===== config.mk =====
export PLATFORM = sky130hd
export DESIGN_NAME = regfile_writeback_port
export DESIGN_NICKNAME = d
export VERILOG_FILES = /design/src/rtl/regfile_writeback_port_pkg.sv /design/src/rtl/regfile_writeback_fifo.sv /design/src/rtl/regfile_writeback_port.sv
export SDC_FILE = /design/constraint.sdc
export NUM_CORES = 1
export LEC_CHECK = 0
export ABC_AREA = 1
export BUFFER_PORTS_ARGS = -buffer_cell sky130_fd_sc_hd__buf_4
export CORE_ASPECT_RATIO = 1.75
export CORE_MARGIN = 3
export CORE_UTILIZATION = 38
export DETAILED_ROUTE_END_ITERATION = 8
export SKIP_LAST_GASP = 1
export SLEW_MARGIN = 10
export SYNTH_ARGS = -nofsm -noshare
export SYNTH_HDL_FRONTEND = slang
export SYNTH_SLANG_ARGS = --single-unit

===== constraint.sdc =====
create_clock -name clk -period 3.1 [get_ports clk]
set_input_delay 0.31 -clock clk [delete_from_list [all_inputs] [get_ports clk]]
set_output_delay 0.31 -clock clk [all_outputs]
set_load 0.005 [all_outputs]

===== src/rtl/regfile_writeback_port_pkg.sv =====
// Shared types for the register-file writeback front end.
package regfile_writeback_port_pkg;

   localparam int REG_W     = 5;
   localparam int WB_DATA_W = 32;

   typedef logic [REG_W-1:0] regAddr_t;

   localparam regAddr_t REG_ZERO = 5'd0;

   typedef struct packed {
      regAddr_t               register;
      logic [WB_DATA_W-1:0]   data;
   } wbEntry_t;

endpackage


===== src/rtl/regfile_writeback_fifo.sv =====
// DEPTH-entry synchronous FIFO buffering long-latency writebacks.
// full/empty/count are registered so downstream handshakes see no input path.
module regfile_writeback_fifo #(
   parameter int DEPTH = 2,
   parameter int WIDTH = 37
) (
   input  logic                     clk,
   input  logic                     reset,
   input  logic                     push,
   input  logic                     pop,
   input  logic [WIDTH-1:0]         pushData,
   output logic [WIDTH-1:0]         popData,
   output logic                     full,
   output logic                     empty,
   output logic [$clog2(DEPTH):0]   count
);

   localparam int PTR_W = $clog2(DEPTH);
   localparam logic [PTR_W:0]   FULL_COUNT = (PTR_W+1)'(DEPTH);
   localparam logic [PTR_W:0]   CNT_ONE    = (PTR_W+1)'(1);
   localparam logic [PTR_W-1:0] PTR_ONE    = PTR_W'(1);

   logic [WIDTH-1:0] mem [DEPTH];
   logic [PTR_W-1:0] wrPtr;
   logic [PTR_W-1:0] rdPtr;
   logic [PTR_W:0]   countNext;
   logic             doPush;
   logic             doPop;

   assign doPush  = push && !full;
   assign doPop   = pop && !empty;
   assign popData = mem[rdPtr];

   // NOTE: every variable assigned in always_comb gets a default first, so no path leaves it unassigned and no latch is inferred.
   always_comb begin
      countNext = count;
      if (doPush && !doPop)
         countNext = count + CNT_ONE;
      else if (doPop && !doPush)
         countNext = count - CNT_ONE;
   end

   // NOTE: sequential state uses non-blocking assignments so every flop samples pre-edge values regardless of statement order.
   always_ff @(posedge clk) begin
      if (reset) begin
         wrPtr <= '0;
         rdPtr <= '0;
         count <= '0;
         full  <= 1'b0;
         empty <= 1'b1;
      end else begin
         if (doPush)
            wrPtr <= wrPtr + PTR_ONE;
         if (doPop)
            rdPtr <= rdPtr + PTR_ONE;
         count <= countNext;
         full  <= (countNext == FULL_COUNT);
         empty <= (countNext == '0);
      end
   end

   // NOTE: storage is not reset; occupancy is tracked by the pointers and count, so stale contents are never observed.
   always_ff @(posedge clk) begin
      if (doPush)
         mem[wrPtr] <= pushData;
   end

endmodule


===== src/rtl/regfile_writeback_port.sv =====
// Merges the ALU and long-op writeback sources onto the single register-file
// write port and tracks destinations of in-flight long ops for decode stalls.
module regfile_writeback_port
   import regfile_writeback_port_pkg::*;
#(
   parameter int N     = 32,
   parameter int DEPTH = 2
) (
   input  logic                     clk,
   input  logic                     reset,
   input  logic                     Src0Valid,
   input  logic [4:0]               Src0Register,
   input  logic [N-1:0]             Src0Data,
   input  logic                     Src1Valid,
   output logic                     Src1Ready,
   input  logic [4:0]               Src1Register,
   input  logic [N-1:0]             Src1Data,
   input  logic                     IssueValid,
   input  logic [4:0]               IssueRegister,
   input  logic [4:0]               ReadRegister1,
   input  logic [4:0]               ReadRegister2,
   output logic                     Stall1,
   output logic                     Stall2,
   output logic                     RegWrite,
   output logic [4:0]               WriteRegister,
   output logic [N-1:0]             WriteData,
   output logic [$clog2(DEPTH):0]   FifoCount
);

   logic               fifoFull;
   logic               fifoEmpty;
   logic               fifoPush;
   logic               fifoPop;
   logic               outOfReset;
   logic [REG_W+N-1:0] headEntry;
   regAddr_t           headRegister;
   logic [N-1:0]       headData;

   logic               commitValid;
   regAddr_t           commitRegister;
   logic [N-1:0]       commitData;
   logic [31:0]        pending;
   logic [31:0]        pendingNext;

   // Ready is held low during reset and otherwise mirrors the registered full flag.
   assign Src1Ready = outOfReset && !fifoFull;
   assign fifoPush  = Src1Valid && Src1Ready;
   assign fifoPop   = !Src0Valid && !fifoEmpty;

   assign {headRegister, headData} = headEntry;

   regfile_writeback_fifo #(
      .DEPTH (DEPTH),
      .WIDTH (REG_W + N)
   ) u_fifo (
      .clk      (clk),
      .reset    (reset),
      .push     (fifoPush),
      .pop      (fifoPop),
      .pushData ({Src1Register, Src1Data}),
      .popData  (headEntry),
      .full     (fifoFull),
      .empty    (fifoEmpty),
      .count    (FifoCount)
   );

   always_comb begin
      commitValid    = 1'b0;
      commitRegister = REG_ZERO;
      commitData     = '0;
      if (Src0Valid) begin
         commitValid    = 1'b1;
         commitRegister = Src0Register;
         commitData     = Src0Data;
      end else if (!fifoEmpty) begin
         commitValid    = 1'b1;
         commitRegister = headRegister;
         commitData     = headData;
      end
   end

   // Clear before set so an issue landing on the same edge as its retirement keeps the bit.
   always_comb begin
      pendingNext = pending;
      if (fifoPop && headRegister != REG_ZERO)
         pendingNext[headRegister] = 1'b0;
      if (IssueValid && IssueRegister != REG_ZERO)
         pendingNext[IssueRegister] = 1'b1;
   end

   assign Stall1 = pending[ReadRegister1];
   assign Stall2 = pending[ReadRegister2];

   always_ff @(posedge clk) begin
      if (reset) begin
         RegWrite      <= 1'b0;
         WriteRegister <= REG_ZERO;
         WriteData     <= '0;
         pending       <= '0;
         outOfReset    <= 1'b0;
      end else begin
         RegWrite <= commitValid && (commitRegister != REG_ZERO);
         if (commitValid && commitRegister != REG_ZERO) begin
            WriteRegister <= commitRegister;
            WriteData     <= commitData;
         end
         pending    <= pendingNext;
         outOfReset <= 1'b1;
      end
   end

endmodule


==> metrics.md <==
| Metric | Value |
|---|---|
| Status | `finished, final reports clean` |
| Total GRT Usage | `20.3%` |
| Clk sinks | `152` |
| Area contributors post-synth | `edfxtp_1, dfxtp_1, nand2_1` |
| Vias in the first global route | `6361` |
| Setup Buffers After CTS | `0` |
| Crit end category | `flop` |
| Via/cell ratio | `4.90` |
| #FFs+latches synth | `152` |
| Multiplexer area fraction after synthesis | `0%` |
| Clock-pin slew on the worst setup and hold paths | `0.07 ns` |
| Number of I/O pins | `137` |
| Ys flop type | `dfxtp_1` |
| Most numerous cell in the Yosys netlist | `nand2_1` |
| Grt met1 use | `21.4%` |
| Worst Path Arrival | `2.85 ns` |
| Max-Cap Viols | `0` |
| Rows | `66` |
| Worst hold stages | `1` |
| Layout cells sized above 1 | `17.9%` |
| Final Worst Setup Slack | `0.607 ns` |
| Initial antenna violation count | `0` |
| Post-route ant nets | `0` |
| H-tree depth | `4` |
| GR Util met2 | `39.8%` |
| Cell taking the most area after synthesis | `edfxtp_1` |
| Cell count after synthesis | `944` |
| YS warnings | `0` |
| Post-Synth XOR/XNOR Area | `0.121%` |
| Die Span Y | `189 um` |
| Grt ovf | `0` |
| WL final | `21100 um` |
| Hold Buf Count CTS | `0` |
| Largest net degree at the start of global routing | `39` |
| Crit Path Category | `flop to flop` |
| Final RePlAce weighted congestion | `0.910` |
| Clk root buf | `clkbuf_16` |
| Async set-or-reset flop fraction in the synthesized netlist | `0%` |
| Cts bufs inserted | `17` |
| Reg2Reg Setup Slack | `0.61 ns` |
| EDFF count, synth | `74` |
| Final period utilization | `80.4%` |
| Drt initial violations | `400` |
| CTS max path bufs | `2` |
| Reg2reg end | `WriteData[18]` |
| Detailed Routing Iterations Pass 1 | `5` |
| Die W | `111 um` |
| Crit Path Max Fanout | `37` |
| DRC | `0` |
| Top cell type's share of synthesized area | `30.6%` |
| Leakage | `4.00 nW` |
| Max Clock Freq | `0.401 GHz` |
| Die area | `20900 sq um` |
| Avg WL per Cell | `16.0 um` |
| Unrepaired setup endpoints after global routing | `false` |
| Synthesized area | `7270 sq um` |
| Starting Density | `38.9%` |
| Worst R2R Path Depth | `9` |
| I/O Buffers | `136` |
| HPWL after detailed placement | `15700 um` |
| Max VDD drop | `0.361 mV` |
| HP Start | `Src1Data[8]` |
| Synth Area in Compound Gates | `9.47%` |
| Total Nets Final | `1157` |
| Post-synthesis cell type count | `28` |
| Setup violations, final | `0` |
| Slew at the pin with the worst max-slew slack | `0.815 ns` |
| Rel. slew slack | `45.5%` |
| Hold-critical path endpoint | `u_fifo.mem[1][8]` |
| PwrDens | `641 nW/um^2` |
| Layout Skew | `0.0127 ns` |
| Core ar. | `18700 sq um` |
| Worst hold-check path type | `input port to flop` |
| Total power | `5.79 mW` |
| # resized after CTS | `0` |
| Detailed-route via count | `6440` |
| Place WS | `0.602 ns` |
| CTS tree | `built` |
| Fin. max-slew vios | `0` |
| Post-Synth Simple-Gate Area | `27.5%` |
| Clk_lat worst skew | `0.43 ns` |
| Syn Nets | `1038` |
| Final Hold Fails | `0` |
| Fin Setup TNS | `0 ns` |
| Largest family of logic cells by synthesized area | `simple AND/OR/NAND/NOR gates` |
| Crit path time final | `2.49 ns` |
| Adder-cell share of the synthesized area | `0%` |
| Worst Setup Start Kind | `flop` |
| Grt peak-use layer | `met2` |
| Mean post-synth cell area | `7.70 sq um` |
| Layout Area Growth over Synthesis | `24.3%` |
| Ant. Diodes | `0` |
| Data required, critical path | `3.46 ns` |
| Global-route wire length before repair | `33400 um` |
| Synth cell count leaders | `nand2_1, inv_1, o21ai_0` |
| Register area share after synthesis | `52.1%` |
| Met3 Usage GRT | `3.42%` |
-- worst max-delay path by stage --
| stage | start | to | cells after the start |
|---|---|---|---|
| after floorplan | outOfReset | u_fifo.mem[0][0] | 4 |
| after global placement | flop | WriteData[15] | 8 |
| after detailed placement | flop | WriteRegister[4] | 8 |
| after CTS | flop | WriteData[18] | 9 |
| after global routing | flop | WriteData[6] | 8 |
| final | flop | WriteData[18] | 9 |
-- critical path, stage by stage, from the launching register on --
cell,delay [ns]
dfxtp_2,0.55
buf_4,0.32
nand2_2,0.09
nand3_2,0.08
nand2_2,0.09
nor2_8,0.44
nand3_4,0.48
nand2_1,0.19
inv_1,0.06
nor2_1,0.09
-- state kept, by name, indices dropped and copies added (netlist names), named ones only --
| signal | flops |
|---|---|
| u_fifo.rdPtr | 1 |
| outOfReset | 1 |
| WriteData | 32 |
| u_fifo.count | 2 |
| u_fifo.empty | 1 |
| RegWrite | 1 |
| u_fifo.mem | 74 |
| pending | 32 |
| u_fifo.wrPtr | 1 |
| WriteRegister | 5 |
| u_fifo.full | 1 |
-- cell families (layout without fill, tap and decap cells) --
family	after synthesis	in the layout
simple gates	463	463
buf+inv	193	325
flops	152	152
compound gates	135	135
xor+xnor	1	1
-- layer usage --
metal,part of all wire (%),routed length [um]
met5,0,0
met4,2.4,498
met3,4.5,944
met2,57,12000
met1,36,7630
-- layout make-up --
type	instances	area, sq um
multi-input combinational	599	2720
inverter	147	552
timing repair buffer	146	1100
clock inverter	15	155
tap	238	298
fill	1944	9630
sequential	152	3780
clock buffer	17	425
-- metrics by stage --
stage                     instance area, sq um  hold slack [ns]  utilization, %  instances
after global routing                      9030           0.0519            48.4       1314
after global placement                    8450            0.465            45.3       1282
after floorplan                           7270            0.409               -        944
after CTS                                 9030           0.0538            48.4       1314
after detailed placement                  8450            0.471            45.3       1282
final                                     9030           0.0676            48.4       1314
-- power by group --
part	total (mW)	switching (mW)	internal (mW)
Combinational	1.30	0.818	0.485
Sequential	2.43	0.128	2.31
Clock	2.05	0.911	1.14
-- layout by cell type (no fill, tap or decap), drive strengths merged --
master    netlist  routed
clkinvlp        0       1
buf            22     146
or2             2       2
a21oi          33      33
and2            3       3
nand3          66      66
clkbuf         24      17
edfxtp         74      74
nand2         257     257
nand4          45      45
bufinv          0       1
o21a            2       2
xnor2           1       1
inv           147     156
nor3            3       3
dfxtp          78      78
nor2           87      87
clkinv          0       4
o21ai          99      99
a22oi           1       1
No activity file was read; power rests on OpenSTA's default activity.
